<file path="src/rtl/bcd_addsub_pkg.sv">
// Shared types and helpers for the digit-serial BCD add/subtract unit.
// Holds digit width, BCD limit, FSM state encodings and digit validation.
package bcd_addsub_pkg;

   localparam int DIGIT_W = 4;
   localparam logic [DIGIT_W-1:0] BCD_MAX = 4'd9;

   typedef logic [1:0] state_t;

   localparam state_t IDLE = 2'd0;
   localparam state_t CALC = 2'd1;
   localparam state_t FIX  = 2'd2;
   localparam state_t DONE = 2'd3;

   function automatic logic is_bcd_digit(
      input logic [DIGIT_W-1:0] d
   );
      return d <= BCD_MAX;
   endfunction

endpackage

</file>
<file path="src/rtl/bcd_digit_addsub.sv">
// Combinational one-digit BCD cell: s = x + (inv ? 9-y : y) + cin.
// Ports: x, y (BCD digits), cin, inv in; s (BCD digit), cout out.
module bcd_digit_addsub
   import bcd_addsub_pkg::*;
(
   input  logic [DIGIT_W-1:0] x,
   input  logic [DIGIT_W-1:0] y,
   input  logic               cin,
   input  logic               inv,
   output logic [DIGIT_W-1:0] s,
   output logic               cout
);

   logic [DIGIT_W-1:0] y_eff;
   logic [DIGIT_W:0]   t;
   logic [DIGIT_W:0]   t_adj;

   always_comb begin
      y_eff = inv ? (BCD_MAX - y) : y;
      t     = {1'b0, x} + {1'b0, y_eff}
            + {{DIGIT_W{1'b0}}, cin};
      t_adj = t - (DIGIT_W+1)'(10);
      if (t > {1'b0, BCD_MAX}) begin
         s    = t_adj[DIGIT_W-1:0];
         cout = 1'b1;
      end else begin
         s    = t[DIGIT_W-1:0];
         cout = 1'b0;
      end
   end

endmodule

</file>
<file path="src/rtl/bcd_addsub_seq.sv">
// Digit-serial BCD add/subtract, LSB digit first, sign-magnitude result.
// Ports: clk, rst_n, start, sub_sel, a, b in; busy, done, result, carry,
// neg, err out. Optional acc_sel input under BCD_ADDSUB_ACCUM_EN selects
// the stored result magnitude as operand A for chained calculation.
module bcd_addsub_seq
   import bcd_addsub_pkg::*;
#(
   parameter int DIGITS = 4
)
(
   input  logic                    clk,
   input  logic                    rst_n,
   input  logic                    start,
   input  logic                    sub_sel,
`ifdef BCD_ADDSUB_ACCUM_EN
   input  logic                    acc_sel,
`endif
   input  logic [DIGIT_W*DIGITS-1:0] a,
   input  logic [DIGIT_W*DIGITS-1:0] b,
   output logic                    busy,
   output logic                    done,
   output logic [DIGIT_W*DIGITS-1:0] result,
   output logic                    carry,
   output logic                    neg,
   output logic                    err
);

   localparam int W  = DIGIT_W * DIGITS;
   localparam int IW = (DIGITS > 1) ? $clog2(DIGITS) : 1;

   state_t          state;
   logic [IW-1:0]   idx;
   logic [W-1:0]    a_q;
   logic [W-1:0]    b_q;
   logic            sub_q;
   logic            c_q;

   logic [W-1:0]    op_a;
   logic            bad_in;
   logic            last;

   logic [DIGIT_W-1:0] a_dig;
   logic [DIGIT_W-1:0] b_dig;
   logic [DIGIT_W-1:0] r_dig;

   logic [DIGIT_W-1:0] cell_x;
   logic [DIGIT_W-1:0] cell_y;
   logic               cell_inv;
   logic [DIGIT_W-1:0] cell_s;
   logic               cell_cout;

`ifdef BCD_ADDSUB_ACCUM_EN
   // An error result is already 0, so it chains as 0.
   assign op_a = acc_sel ? result : a;
`else
   assign op_a = a;
`endif

   always_comb begin
      bad_in = 1'b0;
      for (int i = 0; i < DIGITS; i++) begin
         if (!is_bcd_digit(op_a[i*DIGIT_W +: DIGIT_W]) ||
             !is_bcd_digit(b[i*DIGIT_W +: DIGIT_W]))
            bad_in = 1'b1;
      end
   end

   always_comb begin
      a_dig = '0;
      b_dig = '0;
      r_dig = '0;
      for (int i = 0; i < DIGITS; i++) begin
         if (idx == IW'(i)) begin
            a_dig = a_q[i*DIGIT_W +: DIGIT_W];
            b_dig = b_q[i*DIGIT_W +: DIGIT_W];
            r_dig = result[i*DIGIT_W +: DIGIT_W];
         end
      end
   end

   assign last = (idx == IW'(DIGITS-1));

   // FIX reuses the cell as 0 + (9 - r) + c, i.e. ten's complement.
   always_comb begin
      cell_x   = a_dig;
      cell_y   = b_dig;
      cell_inv = sub_q;
      if (state == FIX) begin
         cell_x   = '0;
         cell_y   = r_dig;
         cell_inv = 1'b1;
      end
   end

   bcd_digit_addsub u_cell (
      .x    (cell_x),
      .y    (cell_y),
      .cin  (c_q),
      .inv  (cell_inv),
      .s    (cell_s),
      .cout (cell_cout)
   );

   always_ff @(posedge clk or negedge rst_n) begin
      if (!rst_n) begin
         state  <= IDLE;
         idx    <= '0;
         a_q    <= '0;
         b_q    <= '0;
         sub_q  <= 1'b0;
         c_q    <= 1'b0;
         result <= '0;
         carry  <= 1'b0;
         neg    <= 1'b0;
         err    <= 1'b0;
      end else begin
         unique case (state)
            IDLE: begin
               if (start) begin
                  a_q    <= op_a;
                  b_q    <= b;
                  sub_q  <= sub_sel;
                  c_q    <= sub_sel;
                  idx    <= '0;
                  result <= '0;
                  carry  <= 1'b0;
                  neg    <= 1'b0;
                  err    <= 1'b0;
                  if (bad_in) begin
                     err   <= 1'b1;
                     state <= DONE;
                  end else begin
                     state <= CALC;
                  end
               end
            end
            CALC: begin
               for (int i = 0; i < DIGITS; i++)
                  if (idx == IW'(i))
                     result[i*DIGIT_W +: DIGIT_W] <= cell_s;
               c_q <= cell_cout;
               idx <= idx + 1'b1;
               if (last) begin
                  idx <= '0;
                  if (!sub_q) begin
                     carry <= cell_cout;
                     state <= DONE;
                  end else if (cell_cout) begin
                     state <= DONE;
                  end else begin
                     // No end-around carry: difference is negative.
                     neg   <= 1'b1;
                     c_q   <= 1'b1;
                     state <= FIX;
                  end
               end
            end
            FIX: begin
               for (int i = 0; i < DIGITS; i++)
                  if (idx == IW'(i))
                     result[i*DIGIT_W +: DIGIT_W] <= cell_s;
               c_q <= cell_cout;
               idx <= idx + 1'b1;
               if (last) begin
                  idx   <= '0;
                  state <= DONE;
               end
            end
            DONE: begin
               state <= IDLE;
            end
            default: begin
               state <= IDLE;
            end
         endcase
      end
   end

   assign busy = (state != IDLE);
   assign done = (state == DONE);

endmodule

</file>
<file path="config.mk">
export PLATFORM = sky130hd
export DESIGN_NAME = bcd_addsub_seq
export DESIGN_NICKNAME = d
export VERILOG_FILES = /design/src/rtl/bcd_addsub_pkg.sv /design/src/rtl/bcd_digit_addsub.sv /design/src/rtl/bcd_addsub_seq.sv
export SDC_FILE = /design/constraint.sdc
export NUM_CORES = 1
export LEC_CHECK = 0
export CAP_MARGIN = 20
export CORE_MARGIN = 3
export CORE_UTILIZATION = 34
export DETAILED_ROUTE_END_ITERATION = 12
export SLEW_MARGIN = 15
export SYNTH_ARGS = -nofsm -noshare
export SYNTH_HDL_FRONTEND = slang
export SYNTH_HIERARCHICAL = 1
export SYNTH_SLANG_ARGS = --single-unit
</file>
<file path="constraint.sdc">
create_clock -name clk -period 4.4 [get_ports clk]
set_clock_uncertainty 0.05 [all_clocks]
set_input_delay 0.88 -clock clk [delete_from_list [all_inputs] [get_ports clk]]
set_output_delay 0.88 -clock clk [all_outputs]
set_load 0.05 [all_outputs]
</file>
==> results.sh, run 1 <==
export IMPL_dpl_hpwl_microns=5930
export IMPL_clk_path_buf_depth=2
export IMPL_synth_top_family_by_area="multiplexers"
export IMPL_startpoint_type="flip-flop"
export IMPL_critical_path_max_stage_delay_ps=460
export IMPL_hold_slack_ps=443
export IMPL_arrival_ps=4350
export IMPL_drc_errors=0
export IMPL_critPathCaptureType="flip-flop"
export IMPL_ys_seq_area_frac=0.412
export IMPL_drive_gt1_frac=0.230
export IMPL_finalSetupTns_ps=0
export IMPL_tritoncts="done"
export IMPL_cts_hold_buf=0
export IMPL_cp_num_buf_inv=3
export IMPL_synth_compound_area_share=0.155
export IMPL_grt_antenna_before_repair=0
export IMPL_synth_cells=323
export IMPL_relSlewSlack=0.436
export IMPL_synth_fa_ha_area_frac=0.0621
export IMPL_grt_busiest_layer="met2"
export IMPL_min_path_type="reg2reg"
export IMPL_firstDrtPassIters=4
export IMPL_crit_required_ps=4620
export IMPL_fp_dieArea_sq_um=11400
export IMPL_crit_start="idx[1]"
export IMPL_finalCritPeriodShare=0.938
export IMPL_cts_sinks=57
export IMPL_finalMaxSlewViolations=0
export IMPL_cts_buffers=9
export IMPL_post_drt_wl_per_cell_microns=15.8
export IMPL_worstSetupPathType="reg2reg"
export IMPL_htree_levels=3
export IMPL_place_area_sq_um=4160
export IMPL_clk_pin_slew_ps=70
export IMPL_critPathTopFamily="compound AO/OA/AOI/OAI gates"
export IMPL_root_buffer="clkbuf_8"
export IMPL_path_max_fanout=9
export IMPL_finalHoldViolCount=0
export IMPL_grt_pass1_vias=2728
export IMPL_syn_area_sq_um=3460
export IMPL_dr_first_iter_drc_count=86
export IMPL_grt_use_total=0.154
export IMPL_cpMaxStageDelayCell="dfrtp_2"
export IMPL_yosys_area_share_simple=0.113
export IMPL_min_from="err"
export IMPL_avgSynthCellArea_sq_um=10.7
export IMPL_io_pins=57
export IMPL_area_growth_syn_to_layout_pct=28.5
export IMPL_yosys_warnings=6
export IMPL_die_width_microns=107
export IMPL_vias=2663
export IMPL_synth_cell_types=45
export IMPL_grt_overflow_total=0
export IMPL_viasPerCell=5.03
export IMPL_initial_utilization=0.353
export IMPL_grt_util_met3=0.0446
export IMPL_crit_chain="inv_2 > ha_4 > buf_4 > nand2_1 > o21ai_0 > a22oi_1 > a21oi_1 > inv_1 > ha_1 > nand2_1 > o21ai_0 > ha_1 > xnor2_1 > ha_1 > a31o_1 > o31a_2 > mux2i_1 > nor3b_4 > mux2i_1 > o21ai_1"
export IMPL_r2r_start="idx[1]"
export IMPL_tightest_slew_ps=845
export IMPL_io_buffers=56
export IMPL_met1_usage=0.199
export IMPL_dieHeight_microns=107
export IMPL_syn_num_nets=375
export IMPL_fmax_mhz=242
export IMPL_synth_xor_xnor_area_share=0.0101
export IMPL_synth_flop_cell="dfrtp_1"
export IMPL_fin_area_sq_um=4450
export IMPL_finalNetCount=444
export IMPL_ys_ff_latch=57
export IMPL_use_met2=0.251
export IMPL_setup_viol=0
export IMPL_insertion_delay_ps=350
export IMPL_gp_congestion=0.833
export IMPL_grt_pass1_wl_microns=13700
export IMPL_grt_max_degree=38
export IMPL_fp_row_count=36
export IMPL_outcome="complete, no violations"
export IMPL_fin_crit_ps=4130
export IMPL_wl_microns=8340
export IMPL_maxCapViolCount=0
export IMPL_antenna_cells=0
export IMPL_ant_nets=0
export IMPL_async_flop_share=1.00
export IMPL_synth_edf_count=0
export IMPL_coreArea_sq_um=9820
export IMPL_cp_common_cell="ha_1"
export IMPL_synth_area_mux_share=0.197
## sequential cells by signal (all words and copies together) (netlist names)
name	flops
a_q	16
b_q	16
c_q	1
carry	1
err	1
idx	2
neg	1
result	16
state	2
sub_q	1
## worst min-delay path: stages (launching register included)
cell     delay [ps]
dfrtp_1         350
nand2_1          40
o21ai_0          70
## logic make-up after synthesis
| family | count (synthesis) |
|---|---|
| adders and majority gates | 16 |
| DFF | 57 |
| and+or+nand+nor | 66 |
| buffers and inverters | 36 |
| AOI/OAI and AO/OA | 92 |
| xor gates and xnor gates | 4 |
| muxes | 52 |
## cell type report
type,instances,area (sq um)
multi-input cells,230,1930
clock inverters,3,17.5
well taps,133,166
inverters,20,75.1
repair buffers,74,691
fillers,961,5370
flip-flops and latches,57,1430
clock buffers,12,145
## Yosys cell counts, drive strengths merged, types with 2 or more instances
| master | number | area (sq um) |
|---|---|---|
| nand2b | 3 | 18.8 |
| xnor2 | 4 | 35.0 |
| dfrtp | 57 | 1430 |
| a21oi | 25 | 125 |
| a21o | 2 | 16.3 |
| nand4 | 2 | 12.5 |
| nor2b | 2 | 20.0 |
| mux2i | 17 | 170 |
| nor3b | 4 | 75.1 |
| a221oi | 3 | 26.3 |
| fa | 2 | 40.0 |
| a22o | 5 | 43.8 |
| nand2 | 36 | 143 |
| buf | 15 | 98.8 |
| nor2 | 6 | 22.5 |
| nor3 | 2 | 10.0 |
| a22oi | 6 | 45.0 |
| o21ai | 42 | 210 |
| or2 | 3 | 18.8 |
| inv | 20 | 75.1 |
| ha | 14 | 175 |
| and3b | 4 | 35.0 |
| mux2 | 34 | 488 |
## routing by layer
| layer | part of all wire | vias to the layer above |
|---|---|---|
| li1 | - | 1288 |
| met5 | 0 | - |
| met3 | 0.045 | 8 |
| met4 | 0.0082 | 0 |
| met2 | 0.49 | 58 |
| met1 | 0.46 | 1309 |
## final timing paths
check	slack (ps)	to	cells after the start
min in group asynchronous	590	result[2]	1
worst min-delay path	440	err	2
worst max-delay path	270	result[2]	20
worst min register to register	440	err	2
max in group asynchronous	2910	a_q[0]	2
worst max register to register	270	result[2]	20
## repair_timing
action,CTS,global route
buffers inserted,0,8
gates resized for setup,1,15
setup endpoints to repair,4,16
pin swaps,0,2
## cell usage in the layout (no fill, tap or decap), drive strengths merged, types with 4 or more instances in the layout
cell	count
nand2	36
mux2i	17
inv	20
buf	19
a21oi	25
dfrtp	57
mux2	34
and3b	4
nor3b	4
a22oi	6
o21ai	42
xnor2	4
nor2	6
ha	14
a22o	5
clkdlybuf4s50	55
clkbuf	12
## per-stage QoR
step	util	setup slack, ps	std cells
finish	0.453	274	529
global placement	0.423	159	506
CTS	0.440	8.88	521
floorplan	-	472	323
global route	0.453	-43.3	529
detailed placement	0.423	-0.626	506
Power of run 1 is left out: the tool's default activity adds up to more than one toggle a clock period on the data nets, which glitch-free logic cannot reach.
==> inputs of run 2 (changes only) <==
--- a/config.mk
+++ b/config.mk
@@ -9,6 +9,7 @@
 export CORE_MARGIN = 3
 export CORE_UTILIZATION = 34
 export DETAILED_ROUTE_END_ITERATION = 12
+export GPL_TIMING_DRIVEN = 0
 export SLEW_MARGIN = 15
 export SYNTH_ARGS = -nofsm -noshare
 export SYNTH_HDL_FRONTEND = slang
==> run 2 against run 1 <==
Clock-buffer cell count decreased by 2. Worst hold slack better by 8.1 ps. Via count rose by 0.38%. Highest routed layer unchanged. Non-clock buffer count rose by 3. Die area unchanged. Critical path depth is 1 lower. Largest cell class unchanged. Final cell count is 0.76% higher. Fmax is 2.8% lower. Global-route usage increased by 0.81 points.
==> results.sh, run 2 (synthesis results as in run 1) <==
export IMPL_grt_pass1_wl_microns=14300
export IMPL_crit_chain="ha_2 > buf_6 > buf_6 > a21oi_1 > o21ai_0 > a221oi_2 > a21oi_2 > xnor2_2 > fa_2 > inv_1 > fa_2 > inv_1 > ha_2 > a31o_1 > o31a_2 > mux2i_1 > nor3b_4 > mux2i_1 > o21ai_1"
export IMPL_drc_errors=0
export IMPL_arrival_ps=4470
export IMPL_r2r_setup_slack_ps=150
export IMPL_tightest_slew_ps=753
export IMPL_final_cell_mix="56 x dfrtp_1, 55 x clkdlybuf4s50_1, 35 x nand2_1, 28 x mux2_4, 22 x o21ai_0"
export IMPL_die_width_microns=107
export IMPL_grt_overflow_total=0
export IMPL_finalNetCount=447
export IMPL_grt_pass1_vias=2713
export IMPL_relSlewSlack=0.498
export IMPL_wl_microns=9060
export IMPL_fp_row_count=36
export IMPL_gp_congestion=0.817
export IMPL_dpl_hpwl_microns=6370
export IMPL_vias=2673
export IMPL_root_buffer="clkbuf_8"
export IMPL_crit_cells=19
export IMPL_grt_use_total=0.162
export IMPL_grt_antenna_before_repair=0
export IMPL_clk_path_buf_depth=2
export IMPL_clk_pin_slew_ps=70
export IMPL_grt_max_degree=58
export IMPL_finalHoldViolCount=0
export IMPL_fmax_mhz=236
export IMPL_cpMaxStageDelayCell="fa_2"
export IMPL_viasPerCell=5.02
export IMPL_fp_dieArea_sq_um=11400
export IMPL_dpl_worst_slack_ps=-163
export IMPL_cts_buffers=9
export IMPL_r2r_start="idx[0]"
export IMPL_post_drt_wl_per_cell_microns=17.0
export IMPL_io_buffers=56
export IMPL_fin_crit_ps=4250
export IMPL_dr_first_iter_drc_count=108
export IMPL_htree_levels=3
export IMPL_crit_required_ps=4630
export IMPL_critical_path_max_stage_delay_ps=540
export IMPL_cts_hold_buf=0
export IMPL_insertion_delay_ps=350
export IMPL_reg2reg_depth=19
export IMPL_io_pins=57
export IMPL_antenna_cells=0
export IMPL_outcome="complete, no violations"
export IMPL_crit_start="idx[0]"
export IMPL_r2r_end="result[10]"
export IMPL_initial_utilization=0.353
export IMPL_drive_gt1_frac=0.253
export IMPL_maxCapViolCount=0
export IMPL_area_growth_syn_to_layout_pct=29.6
export IMPL_ant_nets=0
export IMPL_setup_viol=0
export IMPL_startpoint_type="flip-flop"
export IMPL_setup_slack_ps=155
export IMPL_firstDrtPassIters=4
export IMPL_finish_utilization=0.457
export IMPL_finalMaxSlewViolations=0
export IMPL_worstSetupPathType="reg2reg"
export IMPL_coreArea_sq_um=9820
export IMPL_tritoncts="done"
export IMPL_min_path_type="reg2reg"
export IMPL_dieHeight_microns=107
export IMPL_cp_num_buf_inv=4
export IMPL_finalCritPeriodShare=0.965
export IMPL_final_common_cell="dfrtp_1"
export IMPL_critPathTopFamily="compound AO/OA/AOI/OAI gates"
export IMPL_critPathCaptureType="flip-flop"
export IMPL_stdcell_count=533
export IMPL_path_max_fanout=10
export IMPL_dp_cells=512
export IMPL_reg_largest_list="a_q (16), b_q (16), result (16)"
export IMPL_cts_sinks=57
export IMPL_endpoint="result[10]"
run 2: changes by cell type in the layout (fill, tap and decap cells not counted), sizes merged:
cell / before / now
buf: 19 / 21
clkinvlp: 1 / 2
clkinv: 2 / 4
clkbuf: 12 / 11
run 2: per-layer routing:
| layer | track usage | vias to the layer above | part of all wire |
|---|---|---|---|
| li1 | - | 1294 | - |
| met1 | 0.218 | 1298 | 0.46 |
| met2 | 0.254 | 66 | 0.47 |
| met3 | 0.0379 | 15 | 0.040 |
| met4 | 0.0612 | 0 | 0.023 |
| met5 | 0 | - | 0 |
run 2: how the worst min path moves through the flow:
stage | startpoint | to | slack (ps) | cells past startpoint
after detailed placement | b_q[1] | b_q[1] | 440 | 1
after global routing | err | err | 470 | 2
after global placement | err | err | 430 | 2
after CTS | neg | neg | 460 | 1
after floorplan | a_q[0] | a_q[0] | 420 | 1
final | neg | neg | 450 | 1
run 2: final cells by class:
type                    instances  area, sq um
plain buffers                  16          134
fillers                       975         5330
repair buffers                 61          596
well taps                     133          166
clock buffers                  10          128
flip-flops and latches         57         1430
clock inverters                 6         35.0
multi-input cells             230         1930
inverters                      20         75.1
run 2: timing repair:
action                     4_1_cts  5_1_grt
setup endpoints to repair       13       16
pin swaps                        1       11
gates resized for setup          6       25
buffers inserted                 1        4
run 2: per-stage QoR:
| step | setup TNS (ps) | hold WS, ps | area [sq um] |
|---|---|---|---|
| floorplan | 0 | 421 | 3460 |
| global placement | -84.5 | 426 | 4190 |
| detailed placement | -845 | 443 | 4190 |
| CTS | 0 | 459 | 4380 |
| global route | -74.4 | 472 | 4490 |
| finish | 0 | 451 | 4490 |
Power of run 2 is left out for the same reason.
==> inputs of run 3 (changes only) <==
--- a/config.mk
+++ b/config.mk
@@ -10,7 +10,7 @@
 export CORE_UTILIZATION = 34
 export DETAILED_ROUTE_END_ITERATION = 12
 export GPL_TIMING_DRIVEN = 0
-export SLEW_MARGIN = 15
+export SLEW_MARGIN = 20
 export SYNTH_ARGS = -nofsm -noshare
 export SYNTH_HDL_FRONTEND = slang
 export SYNTH_HIERARCHICAL = 1
==> constraint.sdc (replaced) <==
create_clock -name clk -period 3.72 [get_ports clk]
set_clock_uncertainty 0.05 [all_clocks]
set_input_delay 0.744 -clock clk [delete_from_list [all_inputs] [get_ports clk]]
set_output_delay 0.744 -clock clk [all_outputs]
set_load 0.05 [all_outputs]
==> run 3 against run 2 <==
The flow now finishes with violations (negative setup slack). Highest routed layer unchanged. Design area rose by 10%. Worst hold slack got worse by 120 ps. First-iteration DRC count up 29%. Register-to-register slack got worse by 430 ps. Sequential share of layout area decreased by 3.0 points.
==> results.sh, run 3 (synthesis results as in run 1) <==
export IMPL_finalHoldViolCount=0
export IMPL_place_area_sq_um=4270
export IMPL_io_pins=57
export IMPL_drc_errors=0
export IMPL_path_max_fanout=7
export IMPL_reg_largest_list="a_q (16), b_q (16), result (16)"
export IMPL_insertion_delay_ps=350
export IMPL_r2r_end="result[6]"
export IMPL_fmax_mhz=250
export IMPL_viasPerCell=5.07
export IMPL_cts_buffers=9
export IMPL_critPathCaptureType="flip-flop"
export IMPL_cp_common_cell="buf_4"
export IMPL_fp_dieArea_sq_um=11400
export IMPL_use_met2=0.278
export IMPL_firstDrtPassIters=4
export IMPL_finalMaxSlewViolations=0
export IMPL_final_common_cell="dfrtp_1"
export IMPL_initial_utilization=0.353
export IMPL_antenna_cells=0
export IMPL_dr_first_iter_drc_count=139
export IMPL_fin_crit_ps=3990
export IMPL_crit_chain="inv_4 > ha_4 > bufbuf_16 > a21oi_2 > a221oi_2 > a21oi_2 > buf_4 > buf_4 > buf_4 > fa_2 > inv_2 > ha_4 > a31o_1 > o31a_4 > mux2i_1 > nor3b_4 > mux2i_1 > o21ai_1"
export IMPL_reg2reg_depth=18
export IMPL_io_buffers=56
export IMPL_area_growth_syn_to_layout_pct=42.9
export IMPL_setup_viol=16
export IMPL_dieHeight_microns=107
export IMPL_ant_nets=0
export IMPL_n_fill_cell=903
export IMPL_grt_max_degree=58
export IMPL_clk_pin_slew_ps=80
export IMPL_grt_antenna_before_repair=0
export IMPL_hold_slack_ps=327
export IMPL_grt_pass1_vias=2910
export IMPL_cp_num_buf_inv=6
export IMPL_vias=2783
export IMPL_post_drt_wl_per_cell_microns=17.0
export IMPL_coreArea_sq_um=9820
export IMPL_grt_util_met3=0.0385
export IMPL_root_buffer="clkbuf_8"
export IMPL_finalNetCount=464
export IMPL_tritoncts="done"
export IMPL_startpoint_type="flip-flop"
export IMPL_fin_area_sq_um=4950
export IMPL_clk_path_buf_depth=2
export IMPL_wl_microns=9330
export IMPL_maxCapViolCount=0
export IMPL_cts_sinks=57
export IMPL_final_cell_mix="56 x dfrtp_1, 55 x clkdlybuf4s50_1, 35 x nand2_1, 28 x mux2_4, 26 x o21ai_1"
export IMPL_setup_slack_ps=-273
export IMPL_outcome="finished with violations"
export IMPL_relSlewSlack=0.664
export IMPL_htree_levels=3
export IMPL_fp_row_count=36
export IMPL_arrival_ps=4210
export IMPL_critPathTopFamily="compound AO/OA/AOI/OAI gates"
export IMPL_tightest_slew_ps=503
export IMPL_r2r_start="idx[0]"
export IMPL_drive_gt1_frac=0.329
export IMPL_finalSetupTns_ps=-3130
export IMPL_grt_overflow_total=0
export IMPL_met1_usage=0.231
export IMPL_r2r_setup_slack_ps=-270
export IMPL_die_width_microns=107
export IMPL_grt_pass1_wl_microns=15200
export IMPL_rsz0062_at_grt="yes"
export IMPL_dpl_hpwl_microns=6360
export IMPL_gp_congestion=0.843
export IMPL_critical_path_max_stage_delay_ps=550
export IMPL_violations="negative setup slack"
export IMPL_worstSetupPathType="reg2reg"
export IMPL_grt_busiest_layer="met2"
export IMPL_crit_required_ps=3940
export IMPL_grt_use_total=0.172
export IMPL_finalCritPeriodShare=1.07
export IMPL_min_path_type="in2async"
export IMPL_cpMaxStageDelayCell="fa_2"
## run 3: worst max-delay path by stage
stage,startpoint,end,depth (start not counted)
2_1_floorplan,idx[1],result[14],20
3_3_place_gp,idx[0],result[2],19
5_1_grt,idx[0],result[6],19
4_1_cts,idx[1],result[6],19
3_5_place_dp,idx[1],result[6],20
6_report,idx[0],result[6],18
## run 3: routing by layer
| metal | part of all wire | vias up |
|---|---|---|
| met5 | 0 | - |
| met4 | 0.017 | 0 |
| met3 | 0.046 | 14 |
| met2 | 0.48 | 78 |
| met1 | 0.46 | 1360 |
| li1 | - | 1331 |
## run 3: area by class of cell
cell class                 count  area (sq um)  area share
multi-input combinational    230          2090       0.422
sequential                    57          1430       0.288
timing repair buffer          80           830       0.168
tap                          133           166      0.0336
buffer                        14           143      0.0288
clock buffer                  10           138      0.0278
clock inverter                 5          80.1      0.0162
inverter                      20          77.6      0.0157
## run 3: what timing repair did
action                     CTS  global route
buffers inserted            15             6
setup endpoints to repair   16            16
hold buffers                 0             0
cloned                       2             0
pin swaps                   15            15
gates resized for setup     42            25
## run 3: through the flow
step	instances	util	setup WS, ps
2_1_floorplan	323	-	-50.2
3_3_place_gp	512	0.432	-464
3_5_place_dp	513	0.434	-513
4_1_cts	544	0.488	-366
5_1_grt	549	0.504	-477
6_report	549	0.504	-273
Power of run 3 is left out for the same reason.
